$ cat config.mk
export PLATFORM = sky130hd
export DESIGN_NAME = mem_arb
export DESIGN_NICKNAME = d
export VERILOG_FILES = /design/src/rtl/mem_arb.sv
export SDC_FILE = /design/constraint.sdc
export NUM_CORES = 1
export LEC_CHECK = 0
export BUFFER_PORTS_ARGS = -buffer_cell sky130_fd_sc_hd__buf_2
export CORE_AREA = 3 3 117 119
export DETAILED_ROUTE_END_ITERATION = 16
export DIE_AREA = 0 0 120 122
export SLEW_MARGIN = 20
export SYNTH_ARGS = -nofsm -noshare
export SYNTH_HDL_FRONTEND = slang
export SYNTH_SLANG_ARGS = --single-unit
$ cat constraint.sdc
create_clock -name CLK -period 2.64 [get_ports CLK]
set_input_delay 0 -clock CLK [delete_from_list [all_inputs] [get_ports CLK]]
set_output_delay 0 -clock CLK [all_outputs]
set_load 0.02 [all_outputs]
$ cat src/rtl/mem_arb.sv
// rtl/mem_arb.sv - two-port round-robin arbiter for the shared 512x32 synchronous RAM
//
// Ports:
//   CLK, RESET          : clock, synchronous active-high reset
//   M0_* / M1_*         : master ports (A, I, WR, REQ, LOCK in; ACK, RDY, O out)
//   A, I, WR, CS        : RAM address, write data, write enable, chip select
//   O                   : RAM read data (valid one cycle after an enabled read edge)
module mem_arb #(
    parameter int LOCK_MAX = 8
) (
    input  logic        CLK,
    input  logic        RESET,
    input  logic [31:0] M0_A,
    input  logic [31:0] M0_I,
    input  logic        M0_WR,
    input  logic        M0_REQ,
    input  logic        M0_LOCK,
    output logic        M0_ACK,
    output logic        M0_RDY,
    output logic [31:0] M0_O,
    input  logic [31:0] M1_A,
    input  logic [31:0] M1_I,
    input  logic        M1_WR,
    input  logic        M1_REQ,
    input  logic        M1_LOCK,
    output logic        M1_ACK,
    output logic        M1_RDY,
    output logic [31:0] M1_O,
    output logic [31:0] A,
    output logic [31:0] I,
    output logic        WR,
    output logic        CS,
    input  logic [31:0] O
);

    typedef enum logic [1:0] {
        ARB   = 2'd0,
        LOCK0 = 2'd1,
        LOCK1 = 2'd2
    } state_t;

    localparam logic [7:0] LOCK_LIMIT = LOCK_MAX[7:0];

    state_t     state;
    logic       last;
    logic [7:0] lcnt;
    logic       rd_own;
    logic       rd_pend;

    logic       gnt_vld;
    logic       gnt;
    logic       sel_wr;
    logic       sel_lock;
    logic [7:0] lcnt_inc;

    // Grant decision; RESET suppresses any grant so CS and both ACKs stay low.
    always_comb begin
        gnt_vld = 1'b0;
        gnt     = 1'b0;
        if (!RESET) begin
            case (state)
                ARB: begin
                    if (M0_REQ && M1_REQ) begin
                        gnt_vld = 1'b1;
                        gnt     = ~last;
                    end else if (M0_REQ) begin
                        gnt_vld = 1'b1;
                        gnt     = 1'b0;
                    end else if (M1_REQ) begin
                        gnt_vld = 1'b1;
                        gnt     = 1'b1;
                    end
                end
                LOCK0: begin
                    gnt_vld = M0_REQ;
                    gnt     = 1'b0;
                end
                LOCK1: begin
                    gnt_vld = M1_REQ;
                    gnt     = 1'b1;
                end
                default: begin
                    gnt_vld = 1'b0;
                    gnt     = 1'b0;
                end
            endcase
        end
    end

    always_comb begin
        sel_wr   = gnt ? M1_WR   : M0_WR;
        sel_lock = gnt ? M1_LOCK : M0_LOCK;
        A        = gnt ? M1_A    : M0_A;
        I        = gnt ? M1_I    : M0_I;
        WR       = gnt_vld & sel_wr;
        CS       = gnt_vld;
        M0_ACK   = gnt_vld & ~gnt;
        M1_ACK   = gnt_vld & gnt;
        // Saturating increment so a long lock never wraps the counter.
        lcnt_inc = (lcnt == 8'hff) ? lcnt : lcnt + 8'd1;
    end

    // rd_pend is masked during RESET so a read accepted just before reset yields no RDY.
    assign M0_RDY = rd_pend & ~rd_own & ~RESET;
    assign M1_RDY = rd_pend & rd_own & ~RESET;
    assign M0_O   = O;
    assign M1_O   = O;

    always_ff @(posedge CLK) begin
        if (RESET) begin
            state   <= ARB;
            last    <= 1'b1;
            lcnt    <= 8'd0;
            rd_pend <= 1'b0;
            rd_own  <= 1'b0;
        end else begin
            rd_pend <= gnt_vld & ~sel_wr;
            if (gnt_vld && !sel_wr) begin
                rd_own <= gnt;
            end
            if (gnt_vld) begin
                last <= gnt;
            end
            case (state)
                ARB: begin
                    if (gnt_vld && sel_lock) begin
                        lcnt <= 8'd1;
                        // A limit of one means the lock already expires with this grant.
                        if (LOCK_LIMIT > 8'd1) begin
                            state <= gnt ? LOCK1 : LOCK0;
                        end
                    end
                end
                LOCK0, LOCK1: begin
                    if (!gnt_vld) begin
                        // Owner dropped REQ: release now, nobody granted this cycle.
                        state <= ARB;
                    end else if (sel_lock) begin
                        lcnt <= lcnt_inc;
                        // Forced release; last already points at the owner, so the
                        // other port wins the next tie.
                        if (lcnt_inc >= LOCK_LIMIT) begin
                            state <= ARB;
                        end
                    end else begin
                        state <= ARB;
                    end
                end
                default: state <= ARB;
            endcase
        end
    end

endmodule

## Word-level counts from Yosys, hierarchy flattened

Index checks and enable logic that the tools add are counted.

| word-level totals | value |
|---|---|
| logic and storage cells | 60 |
| output and inout port bits | 134 |
| input bits | 168 |
| register bits after elaboration | 13 |

| operators by class | value |
|---|---|
| equality and inequality tests | 7 |
| $add $sub $neg | 1 |
| bitwise gates (word level) | 13 |
| reduce and logical (&&, ||, !) cells | 9 |
| multiplexer cells | 24 |
| magnitude comparators | 1 |

Operators with widths:

| operator | number |
|---|---|
| $mux 32 | 2 |
| $mux 8 | 4 |
| $pmux 8 s2 | 1 |
| $mux 2 | 5 |
| $mux 1 | 9 |
| $add 8x1->8 const B | 1 |
| $and 1x1->1 | 8 |
| $eq 8x8->1 const B | 1 |
| $ge 8x4->1 const B | 1 |
| $ne 2x2->1 const B | 3 |
| $not 1->1 | 5 |
| $ne 4x4->1 const B | 1 |
| $pmux 2 s2 | 1 |
| $reduce_and 4->1 | 1 |
| $logic_and 1x1->1 | 3 |
| $pmux 1 s3 | 1 |
| $eq 2x1->1 const B | 1 |
| $eq 2x2->1 const B | 1 |
| $logic_not 2->1 | 1 |
| $pmux 1 s2 | 1 |
| $reduce_and 2->1 | 1 |
| $reduce_bool 2->1 | 1 |
| $reduce_or 2->1 | 1 |
| $logic_not 1->1 | 1 |

## Logic depth before layout (Yosys ltp)

| depth | value |
|---|---|
| depth after elaboration | 9 |
| depth in mapped cells | 11 |
| mapped depth without buffers | 8 |

## Worst setup path before layout

OpenSTA, ideal clock, no wires.

| path | value |
|---|---|
| kind | register -> register |
| from | register state[0] |
| to | register lcnt[2] |
| period minus slack after synthesis | 1.919 ns |
| required time | 2.570 ns |
| library setup time | 0.070 ns |
| stages on the path, launching flop included | 12 |
| setup slack | 0.721 ns |
| arrival time | 1.849 ns |
| path buffers | 3 |
| path through | dfxtp_1 inv_1 ha_1 buf_6 o21ai_2 a211o_1 buf_6 inv_6 buf_12 nand4b_4 or3_1 a21oi_1 |

| between the ends | value |
|---|---|
| elaborated cells on any way between the ends | 16 |
| classes of those cells | eq/ne (5); mux (6); reduce/logical (5) |

RTL lines:

| element | line | source |
|---|---|---|
| from (decl) | 44 | `state_t state;` |
| from (signal assigned) | 130 | `state <= gnt ? LOCK1 : LOCK0;` |
| $eq 2x2->1 (tied with other cells) | 61 | `case (state)` |
| $pmux 1 s3 (*) | 61 |  |
| $mux 1 (*) | 60 | `if (!RESET) begin` |
| net CS | 32 | `output logic CS,` |
| $logic_and 1x1->1 | 126 | `if (gnt_vld && sel_lock) begin` |
| $ne 2x2->1 (no line) | n/a |  |
| $reduce_and 4->1 (no line) (*) | n/a |  |
| to (signal assigned) | 139 | `lcnt <= lcnt_inc;` |
| to (decl) | 46 | `logic [7:0] lcnt;` |

The timed path passes the listed nets; every way through them passes the cells marked *.
A chain may end at the register's enable or synchronous reset.

## Worst setup path in the final report

| path | value |
|---|---|
| from | register state[0] |
| to | output port I[11] |

| between the ends | value |
|---|---|
| longest elaborated chain between the ends | 4 |
| elaborated cells on any way between the ends | 5 |
| classes of those cells | eq/ne (1); mux (3); reduce/logical (1) |

RTL lines:

| element | line | source |
|---|---|---|
| $eq 2x2->1 or $logic_not 2->1 (tied branches) | 61 |  |
| $pmux 1 s2 (*) | 61 |  |
| $mux 1 (*) | 60 |  |
| $mux 32 (*) | 94 | `I = gnt ? M1_I : M0_I;` |
| to (decl) | 30 | `output logic [31:0] I,` |

Mark *: on every way between the ends. The rest lies on a longest branch, timed or not.

==> impl_metrics.tcl <==
set metrics [dict create \
    met1_length_um 3880 \
    dp_hpwl_um 8670 \
    fin_crit_sh 0.924 \
    power.total_mw 1.19 \
    ys.flop_type "dfxtp_1" \
    syn_nets 424 \
    grt_util_all_layers 0.117 \
    route.detailed.vias_per_inst 4.09 \
    wl_met2_um 4580 \
    max_slew_margin 0.746 \
    grt_pass1_wl_um 12900 \
    gr-total-overflow 0 \
    layout.cells.most_common_list "205 x buf_2, 65 x mux2_2, 13 x dfxtp_1" \
    fp-row-count 41 \
    design.core.area_mm2 0.0127 \
    critical_path.max_fanout 65 \
    synth_area_mm2 0.00223 \
    ys_types 47 \
    critPathMaxStageDelay_ns 0.40 \
    clk_latency_ns 0.24 \
    cts-root-buf "clkbuf_16" \
    clock_path_buffers 2 \
    cp-start-kind "register" \
    pin_count 302 \
    synth_seq_cells 13 \
    critPathKind "register to output port" \
    fmax_mhz 410 \
    wl_met3_um 1100 \
    clk_pin_slew_ns 0.04 \
    clock-sinks 13 \
    critPathBufInv 4 \
    synthArstFlopShare 0 \
    hp-class "input port to output port" \
    fin_worst_skew_ns 0.00324 \
    routed.top_layer "met4" \
    synth_edf_count 0 \
    drive_gt1_frac 0.738 \
    grt_pass1_vias 2130 \
    setup_tns_ns 0 \
    avgSynthCellArea_um2 8.88 \
    start_util 0.176 \
    vias 2288 \
    die_h_um 122 \
    antenna_found_initial 8 \
    slew_viol_final 0 \
    hold_violations 0 \
    hold_buffers 0 \
    cts_made_buffers 3 \
    cts_htree_levels 1 \
    drt_iter0_markers 31 \
    cp.required_ns 2.64 \
    max_cap_viol_count 0 \
    die_x_um 120 \
    routed_wirelength_um 9750 \
    cp_slowest_cell "mux2_2" \
    period_needed_ns 2.44 \
    vdd_ir_drop_max_uv 280 \
    crit_chain "inv_1 > ha_1 > a31oi_4 > buf_4 > nor2_4 > buf_12 > mux2_2 > buf_2" \
    powerDensity_mw_per_mm2 396 \
    port_buffers 205 \
    nets 560 \
    place.gp.congestion 0.787 \
    crit_family "buffers and inverters" \
    syn2layout_area_growth_pct 34.7 \
    grt_max_degree 66 \
    rsz0062_at_grt "false" \
    post_cts_buffers 0 \
    ys_seq_area_frac 0.117 \
    cts_tree "yes" \
    status "finished, final reports clean" \
    cp-end-kind "output port" \
    dr.pass1.iters 4 \
    leakagePower_nw 1.44 \
    cts-resized-gates 0 \
    synthCells 251 \
    final_common_cell "buf_2" \
    wl_per_cell_um 17.4 \
    setup_violations 0 \
    ant_nets 0 \
    drc 0 \
    arrival_ns 2.44 \
    synth_warnings 0 \
    dieArea_mm2 0.0146 \
    worstMarginPinSlew_ns 0.371 \
]
==> per-layer routing <==
| metal | global-route usage | up-vias |
|---|---|---|
| met5 | 0 | - |
| met4 | 0.0229 | 0 |
| met3 | 0.0441 | 24 |
| met2 | 0.193 | 153 |
| met1 | 0.146 | 996 |
| li1 | - | 1115 |
==> final timing paths <==
path,from,endpoint,slack (ns),cells past startpoint
setup reg to reg,state[0],lcnt[4],0.39,8
hold / removal,O[15],M0_O[15],0.00001,0
setup / recovery,state[0],I[11],0.20,8
hold reg to reg,lcnt[4],lcnt[4],0.49,2
==> synthesized netlist by cell type, drive strengths merged, types with 2 or more instances <==
| master | number | share of area |
|---|---|---|
| nor2 | 10 | 0.017 |
| nand4 | 4 | 0.011 |
| ha | 5 | 0.028 |
| mux2i | 2 | 0.0090 |
| and2 | 2 | 0.0067 |
| or3 | 2 | 0.0056 |
| a31oi | 4 | 0.018 |
| dfxtp | 13 | 0.12 |
| nor4 | 3 | 0.0084 |
| nand2 | 5 | 0.0084 |
| o21ai | 5 | 0.013 |
| nand3 | 6 | 0.013 |
| o211ai | 3 | 0.010 |
| and3 | 3 | 0.0084 |
| inv | 6 | 0.012 |
| a21oi | 10 | 0.022 |
| mux2 | 65 | 0.33 |
| buf | 76 | 0.26 |
| a2111oi | 2 | 0.0079 |
| nor3 | 5 | 0.011 |
==> worst reg2reg max path, delay by kind of cell (launching register included) <==
kind | cells | cell delay (ns)
and+or+nand+nor | 2 | 0.46
DFF | 1 | 0.33
buffers and inverters | 2 | 0.28
adders and majority gates | 1 | 0.38
AOI/OAI and AO/OA | 3 | 0.72
==> report_power, final <==
part | internal, mW | leakage (nW) | total (mW) | switching (mW)
Clock | 0.204 | 0.0382 | 0.289 | 0.0848
Combinational | 0.307 | 1.29 | 0.686 | 0.379
Sequential | 0.208 | 0.106 | 0.217 | 0.00923
==> area by class of cell <==
cell class                      count  area [um2]
Antenna cell                        1        2.50
Clock buffer                        4        78.8
Fill cell                        1428        9670
Inverter                            6        27.5
Multi-Input combinational cell    155        1360
Sequential cell                    13         260
Tap cell                          172         215
Timing Repair Buffer              208        1060
==> kinds of logic (layout without fill, tap and decap cells) <==
logic type	count (synthesis)	after routing	share of synthesized area
buffers and inverters	83	218	0.277
muxes	67	67	0.337
and+or+nand+nor	47	47	0.122
AOI/OAI and AO/OA	36	36	0.118
DFF	13	13	0.117
adders and majority gates	5	5	0.0281
other	0	1	0
==> sequential cells by signal, summed over array words and instances (netlist names) <==
register	count
lcnt	8
state	2
last	1
rd_own	1
rd_pend	1
==> metrics by stage <==
stage / std cells / hold WS [ns] / area [um2] / setup slack (ns) / util
CTS: 558 / 0.000200 / 3000 / 0.208 / 0.237
detailed placement: 554 / 0.000200 / 2920 / 0.416 / 0.231
global placement: 554 / 0.000200 / 2920 / 0.465 / 0.231
floorplan: 251 / 0.113 / 2230 / 0.721 / -
finish: 559 / 0.0000113 / 3000 / 0.200 / 0.237
global route: 559 / 0.0000441 / 3000 / 0.0469 / 0.237
Power figures use the tool's default switching activity.
